**src/rtl/turn_pkg.sv**
```systemverilog
// turn_pkg: state encoding, key constants and wind LFSR definition shared by
// turn_scheduler, its sub-module and the HUD.
package turn_pkg;

  typedef enum logic [2:0] {
    PLAY   = 3'd0,
    FIRED  = 3'd1,
    SETTLE = 3'd2,
    SWITCH = 3'd3,
    OVER   = 3'd4
  } turn_state_t;

  localparam logic [7:0] KEY_W = 8'h1A;
  localparam logic [7:0] KEY_A = 8'h04;
  localparam logic [7:0] KEY_S = 8'h16;
  localparam logic [7:0] KEY_D = 8'h07;

  localparam logic [15:0] LFSR_SEED = 16'hACE1;
  // Taps 16,14,13,11 seen from the output end of a right-shifting register.
  localparam logic [15:0] LFSR_TAPS = 16'h002D;

  function automatic logic [15:0] lfsr_next(input logic [15:0] s);
    return {^(s & LFSR_TAPS), s[15:1]};
  endfunction

endpackage

```
**src/rtl/turn_next_picker.sv**
```systemverilog
// turn_next_picker: from the current player and the dead mask, finds the next
// living player (round-robin), the number of living players and the lowest
// living index.
module turn_next_picker
  import turn_pkg::*;
#(
  parameter int NUM_PLAYERS = 2
) (
  input  logic [1:0]             cur_idx_i,
  input  logic [NUM_PLAYERS-1:0] dead_i,
  output logic [1:0]             next_idx_o,
  output logic [2:0]             alive_cnt_o,
  output logic [1:0]             lowest_idx_o
);

  logic [1:0] after_idx;
  logic       after_found;
  logic       low_found;

  // First living index above the current one, else wrap to the lowest living.
  always_comb begin
    alive_cnt_o  = '0;
    lowest_idx_o = '0;
    after_idx    = '0;
    after_found  = 1'b0;
    low_found    = 1'b0;
    for (int unsigned j = 0; j < NUM_PLAYERS; j++) begin
      if (!dead_i[j]) begin
        alive_cnt_o = alive_cnt_o + 3'd1;
        if (!low_found) begin
          lowest_idx_o = 2'(j);
          low_found    = 1'b1;
        end
        if (!after_found && (j > 32'(cur_idx_i))) begin
          after_idx   = 2'(j);
          after_found = 1'b1;
        end
      end
    end
    next_idx_o = after_found ? after_idx : lowest_idx_o;
  end

endmodule

```
**src/rtl/turn_scheduler.sv**
```systemverilog
// turn_scheduler: per-frame turn controller. Gates the keyboard to the active
// player, ends turns on launch, timeout or death, waits for bombs and terrain
// to settle, then hands over round-robin to the next living player.
// Optional wind generator enabled by defining TURN_SCHED_WIND_EN.
module turn_scheduler
  import turn_pkg::*;
#(
  parameter int NUM_PLAYERS   = 2,
  parameter int TURN_FRAMES   = 600,
  parameter int SETTLE_FRAMES = 60
) (
  input  logic                     frame_clk,
  input  logic                     reset,
  input  logic [7:0]               keycode,
  input  logic                     bomb_busy,
  input  logic [NUM_PLAYERS-1:0]   player_dead,
  output logic [NUM_PLAYERS*8-1:0] keycode_p,
  output logic [1:0]               active_player,
  output logic [9:0]               turn_timer,
  output logic [2:0]               phase,
  output logic                     game_over,
  output logic [1:0]               winner,
  output logic [3:0]               wind
);

  localparam logic [9:0] TIMER_LOAD  = 10'(TURN_FRAMES);
  localparam logic [7:0] SETTLE_LOAD = 8'(SETTLE_FRAMES);

  turn_state_t state_q;
  logic [1:0]  active_q;
  logic [1:0]  winner_q;
  logic [9:0]  timer_q;
  logic [7:0]  settle_q;
  logic        bomb_prev_q;
  logic        game_over_q;

  logic [1:0]  next_idx;
  logic [2:0]  alive_cnt;
  logic [1:0]  lowest_idx;
  logic        active_dead;
  logic        launch;
  logic        end_game;

  turn_next_picker #(.NUM_PLAYERS(NUM_PLAYERS)) u_picker (
    .cur_idx_i    (active_q),
    .dead_i       (player_dead),
    .next_idx_o   (next_idx),
    .alive_cnt_o  (alive_cnt),
    .lowest_idx_o (lowest_idx)
  );

  // Dead bit of the active player, selected without a variable-width index.
  always_comb begin
    active_dead = 1'b0;
    for (int unsigned j = 0; j < NUM_PLAYERS; j++) begin
      if (2'(j) == active_q) active_dead = player_dead[j];
    end
  end

  assign launch   = bomb_busy & ~bomb_prev_q;
  assign end_game = (alive_cnt <= 3'd1);

  // Turn FSM with registered HUD outputs.
  always_ff @(posedge frame_clk or posedge reset) begin
    if (reset) begin
      state_q     <= PLAY;
      active_q    <= '0;
      timer_q     <= TIMER_LOAD;
      settle_q    <= '0;
      bomb_prev_q <= 1'b0;
      game_over_q <= 1'b0;
      winner_q    <= '0;
    end else begin
      bomb_prev_q <= bomb_busy;
      case (state_q)
        PLAY: begin
          if (active_dead) begin
            state_q  <= SETTLE;
            settle_q <= SETTLE_LOAD;
          end else if (launch) begin
            state_q <= FIRED;
          end else if (timer_q == '0) begin
            state_q  <= SETTLE;
            settle_q <= SETTLE_LOAD;
          end else begin
            timer_q <= timer_q - 10'd1;
          end
        end
        FIRED: begin
          if (!bomb_busy) begin
            state_q  <= SETTLE;
            settle_q <= SETTLE_LOAD;
          end
        end
        SETTLE: begin
          // Last settle frame is held while a bomb is still airborne.
          if (settle_q <= 8'd1) begin
            if (!bomb_busy) begin
              state_q  <= SWITCH;
              settle_q <= '0;
            end
          end else begin
            settle_q <= settle_q - 8'd1;
          end
        end
        SWITCH: begin
          if (end_game) begin
            state_q     <= OVER;
            game_over_q <= 1'b1;
            winner_q    <= lowest_idx;
          end else begin
            state_q  <= PLAY;
            active_q <= next_idx;
            timer_q  <= TIMER_LOAD;
          end
        end
        OVER:    state_q <= OVER;
        default: state_q <= PLAY;
      endcase
    end
  end

  // Only the active player sees the live keycode, and only while playing.
  always_comb begin
    keycode_p = '0;
    if (state_q == PLAY) begin
      for (int unsigned j = 0; j < NUM_PLAYERS; j++) begin
        if (2'(j) == active_q) keycode_p[j*8 +: 8] = keycode;
      end
    end
  end

  assign active_player = active_q;
  assign turn_timer    = timer_q;
  assign phase         = state_q;
  assign game_over     = game_over_q;
  assign winner        = winner_q;

`ifdef TURN_SCHED_WIND_EN
  logic [15:0] lfsr_q;
  logic [3:0]  wind_q;
  logic        switch_to_play;

  assign switch_to_play = (state_q == SWITCH) && !end_game;

  // Free-running LFSR; wind is sampled on each new turn, -8 folded to 0.
  always_ff @(posedge frame_clk or posedge reset) begin
    if (reset) begin
      lfsr_q <= LFSR_SEED;
      wind_q <= '0;
    end else begin
      lfsr_q <= lfsr_next(lfsr_q);
      if (switch_to_play) begin
        wind_q <= (lfsr_q[3:0] == 4'b1000) ? 4'b0000 : lfsr_q[3:0];
      end
    end
  end

  assign wind = wind_q;
`else
  assign wind = '0;
`endif

endmodule

```
**config.mk**
```make
export PLATFORM = sky130hd
export DESIGN_NAME = turn_scheduler
export DESIGN_NICKNAME = d
export VERILOG_FILES = /design/src/rtl/turn_pkg.sv /design/src/rtl/turn_next_picker.sv /design/src/rtl/turn_scheduler.sv
export SDC_FILE = /design/constraint.sdc
export NUM_CORES = 1
export LEC_CHECK = 0
export BUFFER_PORTS_ARGS = -buffer_cell sky130_fd_sc_hd__buf_2
export CORE_ASPECT_RATIO = 1.1
export CORE_UTILIZATION = 50
export DETAILED_ROUTE_END_ITERATION = 6
export PLACE_DENSITY_LB_ADDON = 0.25
export SLEW_MARGIN = 20
export SYNTH_ARGS = -nofsm -noshare
export SYNTH_HDL_FRONTEND = slang
export SYNTH_SLANG_ARGS = --single-unit
export TNS_END_PERCENT = 50
```
**constraint.sdc**
```tcl
create_clock -name frame_clk -period 6.6 [get_ports frame_clk]
set_clock_uncertainty 0.2 [all_clocks]
set_input_delay 0.33 -clock frame_clk [delete_from_list [all_inputs] [get_ports frame_clk]]
set_output_delay 0.33 -clock frame_clk [all_outputs]
set_load 0.1 [all_outputs]
```
# After elaboration in Yosys (flattened, before gate mapping)
# Cells that the tools add are included.
dict set report word_totals {
  regBits 27
  inputBits 13
  output_inout_bits 38
}
dict set report op_classes {
  add_sub_neg 3
  order_cmp 3
  eq_ne 16
  n_mux 34
  bitwise 3
  reduce_logical 10
}
# op n
set op_table {}
lappend op_table {{8-bit 2-to-1 mux} 8}
lappend op_table {{10-bit 2-to-1 mux} 4}
lappend op_table {{3-bit 2-to-1 mux} 8}
lappend op_table {{8-bit one-hot mux with 3 select lines} 1}
lappend op_table {{10-bit one-hot mux with 2 select lines} 1}
lappend op_table {{16-bit 2-to-1 mux} 1}
lappend op_table {{3-bit one-hot mux with 5 select lines} 1}
lappend op_table {{2-bit inequality test, second input constant} 7}
lappend op_table {{10-bit logical NOT} 1}
lappend op_table {{5-bit AND reduction} 2}
lappend op_table {{10-bit by 1-bit subtractor with 10-bit output, second input constant} 1}
lappend op_table {{3-bit inequality test, second input constant} 3}
lappend op_table {{8-bit by 1-bit less-or-equal comparator with 1-bit output, second input constant} 1}
lappend op_table {{8-bit by 1-bit subtractor with 8-bit output, second input constant} 1}
lappend op_table {{1-bit 2-to-1 mux} 7}
lappend op_table {{3-bit by 2-bit == test with 1-bit output, second input constant} 2}
lappend op_table {{2-bit 2-to-1 mux} 3}
lappend op_table {{4-bit inequality test, second input constant} 1}
lappend op_table {{2-bit AND reduction} 2}
lappend op_table {{4-bit AND reduction} 1}
lappend op_table {{3-bit by 1-bit == test with 1-bit output, second input constant} 1}
lappend op_table {{3-bit == test, second input constant} 1}
lappend op_table {{3-bit by 1-bit less-or-equal comparator with 1-bit output, second input constant} 1}
lappend op_table {{3-bit logical NOT} 1}
lappend op_table {{8 further kinds} 9}

# Longest topological paths before layout
# Gate-level depths: netlist (run 1).
dict set report logic_depth {
  ltp_word 6
  ltp_mapped 9
}

# Hierarchy
# From an unflattened synthesis (run 1), not the netlist that was laid out.
dict set report hier_totals {
  cells_unflattened 194
  area_unflattened_um2 1761.7
}
# mod n_inst cells_each area_each_um2
set modules_own_cells {}
lappend modules_own_cells {turn_scheduler 1 184 1691.6}
lappend modules_own_cells {turn_next_picker 1 10 70.1}

# Worst setup path before layout (run 1)
# No wires, ideal clock.
dict set report synth_path {
  path_type {reg-to-output}
  start {reg state_q[0] (netlist: phase[0])}
  end {out keycode_p[10]}
  t_arrival_ns 2.491
  t_required_ns 6.070
  path_slack_ns 3.579
  stages_incl_launch_ff 4
  path_cell_list {dfrtp_1 > buf_6 > nor4b_1 > and2_1}
}
dict set report synth_between {
  elab_chain_cells 2
}
# element line_no
set synth_rtl {}
lappend synth_rtl {{start, declared} turn_scheduler.sv:29} ;# turn_state_t state_q;
lappend synth_rtl {{start signal, assigned} turn_scheduler.sv:66} ;# state_q <= PLAY;
lappend synth_rtl {{start signal, assigned} turn_scheduler.sv:78} ;# state_q <= SETTLE;
lappend synth_rtl {{start signal, assigned} turn_scheduler.sv:81} ;# state_q <= FIRED;
lappend synth_rtl {{3-bit logical NOT} turn_scheduler.sv:126} ;# if (state_q == PLAY) begin
lappend synth_rtl {{16-bit 2-to-1 mux} turn_scheduler.sv:126}
lappend synth_rtl {{end, declared} turn_scheduler.sv:17} ;# output logic [NUM_PLAYERS*8-1:0] keycode_p,
# No other way between the ends.

# Worst setup path after layout (run 1)
dict set report layout_path {
  start {reg state_q[0] (netlist: phase[0])}
  end {out keycode_p[13]}
}
# Same word-level chain as after synthesis.

==> impl_metrics.json, run 1 <==
{
  "status": "completed",
  "cp.required_ns": 6.07,
  "cts_sinks": 25,
  "critPathMaxFanout": 16,
  "synth_edf_count": 0,
  "synthArstFlopShare": 1.00,
  "fin_crit_sh": 0.437,
  "routed_wl_mm": 3.57,
  "initialDrtViolationCount": 52,
  "synth.avg_cell_area_um2": 9.12,
  "worstSetupPathType": "register to output pin",
  "mostFrequentLayoutCell": "buf_2",
  "num_vias": 1481,
  "cts_root_buf": "clkbuf_4",
  "maxCapViolations": 0,
  "clockBufferDepth": 2,
  "drv_slew": 0,
  "synthFlopType": "dfrtp_1",
  "seq_area_frac_synth": 0.391,
  "grt_first_pass_wirelength_mm": 5.64,
  "setup_tns_ns": 0,
  "cp.arrival_ns": 2.36,
  "numPortBuffers": 44,
  "post_cts_resized": 0,
  "post-cts-setup-buffers": 0,
  "cts.clk_slew.worst_paths_ns": 0.15,
  "drive_gt1_frac": 0.271,
  "dieWidth_um": 56.2,
  "syn-cell-area_mm2": 0.00161,
  "nNetsFinal": 239,
  "row_count": 21,
  "ys.warnings.count": 0,
  "synthAdderAreaFrac": 0.0310,
  "route.detailed.drc": 0,
  "crit_chain": "nor4b_1 > and2_1 > buf_2",
  "grt_antenna_before_repair": 0,
  "clock_latency_ns": 0.34,
  "hold_class": "input port to register",
  "final_cell_mix": "buf_2 (44), dfrtp_1 (21), nor2_1 (20)",
  "synth-compound-area-share": 0.145,
  "start_util": 0.530,
  "setup_violations": 0,
  "slowest_stage": "nor4b_1",
  "yosys.area_share.simple": 0.295,
  "fp.coreArea_mm2": 0.00305,
  "slew_headroom": 0.403,
  "io_pins": 51,
  "wl_per_cell_um": 14.0,
  "dieHeight_um": 61.6,
  "synth.area.mux_share": 0.0388,
  "area_delta_synth_final_pct": 14.9,
  "gr-usage-all-layers": 0.208,
  "place_congestion": 0.809,
  "ys_ff_latch": 25,
  "min_period_ns": 2.89,
  "overflow": 0,
  "cts_hold_buf": 2,
  "avgViaCountPerCell": 5.81,
  "dp_hpwl_mm": 2.67,
  "critPathLaunchType": "register",
  "rsz0062_at_grt": "false",
  "synth_top_family_by_area": "simple AND/OR/NAND/NOR gates",
  "die_area_mm2": 0.00346,
  "critPathMaxStageDelay_ns": 0.78,
  "worst_pin_slew_ns": 0.890,
  "yosys.area_share.xor_xnor": 0.0163,
  "synthDistinctLibCells": 44,
  "final_antenna_net_count": 0,
  "grt_pass1_vias": 1299,
  "synthCells": 177,
  "grt_max_degree": 26,
  "endpoint_kind": "output pin",
  "hold_violations": 0,
  "first_pass_iters": 4,
  "h-tree-depth": 1,
  "cts_buffers": 3,
  "n_antenna_cell": 0,
  "max_freq_mhz": 347,
  "cts_tree": "yes"
}
==> per-layer routing <==
layer	GRT usage	vias up	wire length (um)
met2	0.355	51	1750
met1	0.277	714	1630
li1	-	709	-
met3	0.0231	7	139
met5	0	-	0
met4	0.0801	0	49
==> logic make-up (layout without fill, tap and decap cells) <==
| logic type | count (synthesis) | in the layout |
|---|---|---|
| DFF | 25 | 25 |
| adders and majority gates | 4 | 4 |
| xor gates and xnor gates | 3 | 3 |
| and+or+nand+nor | 86 | 86 |
| muxes | 6 | 6 |
| buffers and inverters | 21 | 60 |
| AOI/OAI and AO/OA | 31 | 31 |
| other | 1 | 6 |
==> cells in the mapped netlist, drive strengths merged, types with 3 or more instances <==
master | number | share of area
nand3 | 3 | 0.0093
nor4 | 6 | 0.027
nand2 | 11 | 0.026
a21oi | 8 | 0.029
mux2i | 4 | 0.025
nor2 | 20 | 0.047
buf | 10 | 0.056
nor3 | 5 | 0.016
a31oi | 4 | 0.016
and2 | 16 | 0.062
ha | 4 | 0.031
inv | 9 | 0.021
dfrtp | 21 | 0.33
or3 | 3 | 0.012
nand4 | 9 | 0.035
or4 | 3 | 0.019
o2bb2ai | 5 | 0.027
dfstp | 4 | 0.065
o21ai | 3 | 0.0093
xor2 | 3 | 0.016
==> per-stage QoR <==
step	area, um^2	hold WS [ns]	instances	setup WS (ns)	util
after CTS	1840	0.00732	254	3.71	0.605
after detailed placement	1800	0.259	248	4.11	0.590
after floorplan	1630	0.154	182	3.58	-
final	1850	0.0809	255	3.71	0.608
after global placement	1800	0.251	248	4.22	0.590
after global routing	1850	0.120	255	3.47	0.608
==> registers in the layout, summed over array words and instances, names as in the netlist <==
register and cells:
bomb_prev_q 1, game_over 1, active_player 1, settle_q 8
turn_timer 10, winner 1, phase 3
==> worst paths after layout <==
kind	start	end	slack (ns)	cells after the start
max	phase[0]$_DFFE_PP0P_	keycode_p[13]	3.71	3
min	player_dead[0]	winner[0]$_DFFE_PP0P_	0.08	3
max reg2reg	active_player[0]$_DFFE_PP0P_	turn_timer[9]$_DFFE_PP1P_	4.18	5
min reg2reg	game_over$_DFFE_PP0P_	game_over$_DFFE_PP0P_	0.30	1
max in group asynchronous	reset	phase[2]$_DFFE_PP0P_	5.40	3
min in group asynchronous	reset	settle_q[5]$_DFFE_PP0P_	0.39	3
==> layout make-up <==
class	instances	area, um^2
fill	253	1190
multi-input combinational	136	871
sequential	25	631
timing repair buffer	47	250
tap	34	42.5
inverter	9	33.8
clock buffer	4	26.3
==> worst max-delay path: cells and delay by family, from the launching register on <==
kind | cells | cell delay, ns
buf+inv | 1 | 0.42
flops | 1 | 0.58
simple gates | 2 | 1.00
Power of run 1 is not shown: default switching activity piles up to over one toggle a cycle in this logic, so the estimate is an artifact.
==> inputs of run 2 (changes only) <==
==> constraint.sdc (replaced) <==
create_clock -name frame_clk -period 3 [get_ports frame_clk]
set_clock_uncertainty 0.2 [all_clocks]
set_input_delay 0.15 -clock frame_clk [delete_from_list [all_inputs] [get_ports frame_clk]]
set_output_delay 0.15 -clock frame_clk [all_outputs]
set_load 0.1 [all_outputs]
==> run 2 against run 1 <==
Effect of this change:
- the flow now finishes with violations (negative hold slack)
- sequential cell count unchanged
- sequential share of layout area shrank 0.18 points
- cell area increased by 0.54%
- count of clock-buffer cells in the layout is the same
- non-clock buffer count increased by 1
- setup slack got worse by 3.4 ns
- first-iteration DRC count is 12% lower
- register-to-register slack lost 3.6 ns
==> impl_metrics.json, run 2 (synthesis gave the netlist of run 1 again) <==
{
  "cts.clk_slew.worst_paths_ns": 0.15,
  "die_area_mm2": 0.00346,
  "dp_hpwl_mm": 2.71,
  "drive_gt1_frac": 0.270,
  "route.detailed.drc": 0,
  "area_delta_synth_final_pct": 15.5,
  "critPathMaxFanout": 16,
  "maxCapViolations": 0,
  "final_cell_mix": "buf_2 (44), dfrtp_1 (21), nor2_1 (20)",
  "endpoint_kind": "output pin",
  "initialDrtViolationCount": 46,
  "fp.coreArea_mm2": 0.00305,
  "setup_violations": 0,
  "hold_class": "input port to register",
  "overflow": 0,
  "n_antenna_cell": 0,
  "post-cts-setup-buffers": 0,
  "nNetsFinal": 240,
  "cts_tree": "yes",
  "cp.arrival_ns": 2.39,
  "cts_root_buf": "clkbuf_4",
  "mostFrequentLayoutCell": "buf_2",
  "failed_checks": "negative hold slack",
  "first_pass_iters": 4,
  "grt_antenna_before_repair": 0,
  "wl_per_cell_um": 14.0,
  "num_vias": 1454,
  "placedCellCount": 248,
  "row_count": 21,
  "max_freq_mhz": 366,
  "start_util": 0.530,
  "io_pins": 51,
  "status": "finished with violations",
  "clockBufferDepth": 2,
  "numPortBuffers": 44,
  "worstSetupPathType": "register to output pin",
  "fin_crit_sh": 0.912,
  "min_period_ns": 2.74,
  "worst_pin_slew_ns": 0.904,
  "rsz0062_at_grt": "false",
  "hold_violations": 1,
  "h-tree-depth": 1,
  "critPathLaunchType": "register",
  "grt_first_pass_wirelength_mm": 5.71,
  "slew_headroom": 0.394,
  "routed_wl_mm": 3.57,
  "cts_sinks": 25,
  "largest_register_ffs": 10,
  "dieWidth_um": 56.2,
  "avgViaCountPerCell": 5.68,
  "grt_pass1_vias": 1306,
  "place_congestion": 0.922,
  "dieHeight_um": 61.6,
  "whs_ns": -0.00171,
  "drv_slew": 0,
  "grt_max_degree": 26,
  "n_fill_cell": 267,
  "layoutNonFillerInstCount": 256,
  "setup_tns_ns": 0,
  "clock_latency_ns": 0.33,
  "final_antenna_net_count": 0,
  "cp.required_ns": 2.65,
  "cts_buffers": 3,
  "gr-usage-all-layers": 0.210
}
==> run 2: area by class of cell <==
class | instances | area (um^2) | share of cell area
multi-input combinational | 136 | 871 | 0.467
sequential | 25 | 631 | 0.338
timing repair buffer | 48 | 260 | 0.140
tap | 34 | 42.5 | 0.0228
inverter | 9 | 33.8 | 0.0181
clock buffer | 4 | 26.3 | 0.0141
==> run 2: worst paths after layout <==
kind	startpoint	endpoint	slack, ns	cells past startpoint
max reg2reg	settle_q[4]$_DFFE_PP0P_	settle_q[6]$_DFFE_PP0P_	0.60	5
max in group asynchronous	reset	settle_q[5]$_DFFE_PP0P_	1.96	3
min reg2reg	game_over$_DFFE_PP0P_	game_over$_DFFE_PP0P_	0.29	1
max	phase[0]$_DFFE_PP0P_	keycode_p[13]	0.26	3
min in group asynchronous	reset	turn_timer[7]$_DFFE_PP0P_	0.23	3
min	player_dead[0]	turn_timer[3]$_DFFE_PP1P_	-0.002	4
==> run 2: stage by stage <==
step / cell area (um^2) / util / hold WS [ns] / setup WS (ns)
after floorplan: 1630 / - / -0.0256 / 0.159
after global placement: 1800 / 0.590 / 0.128 / 0.671
after detailed placement: 1800 / 0.590 / 0.132 / 0.629
after CTS: 1860 / 0.612 / 0.00358 / 0.260
after global routing: 1860 / 0.612 / 0.0227 / 0.102
final: 1860 / 0.612 / -0.00171 / 0.265
==> run 2: per-layer routing <==
metal  routed length, um  GRT usage
met5                   0          0
met1                1590      0.266
met4                  78     0.0941
met3                 125     0.0189
met2                1780      0.374
==> run 2: worst max-delay path, cell delays in order, from the launching register on <==
cell     delay, ns
dfrtp_1       0.58
nor4b_1       0.83
and2_1        0.23
buf_2         0.42
==> run 2: timing repair <==
action | CTS | global route
hold buffers | 4 | 0
setup endpoints to repair | 0 | 0
endpoints found under the hold margin | 23 | 0
resized for setup | 0 | 0
Power of run 2 is left out for the same reason.
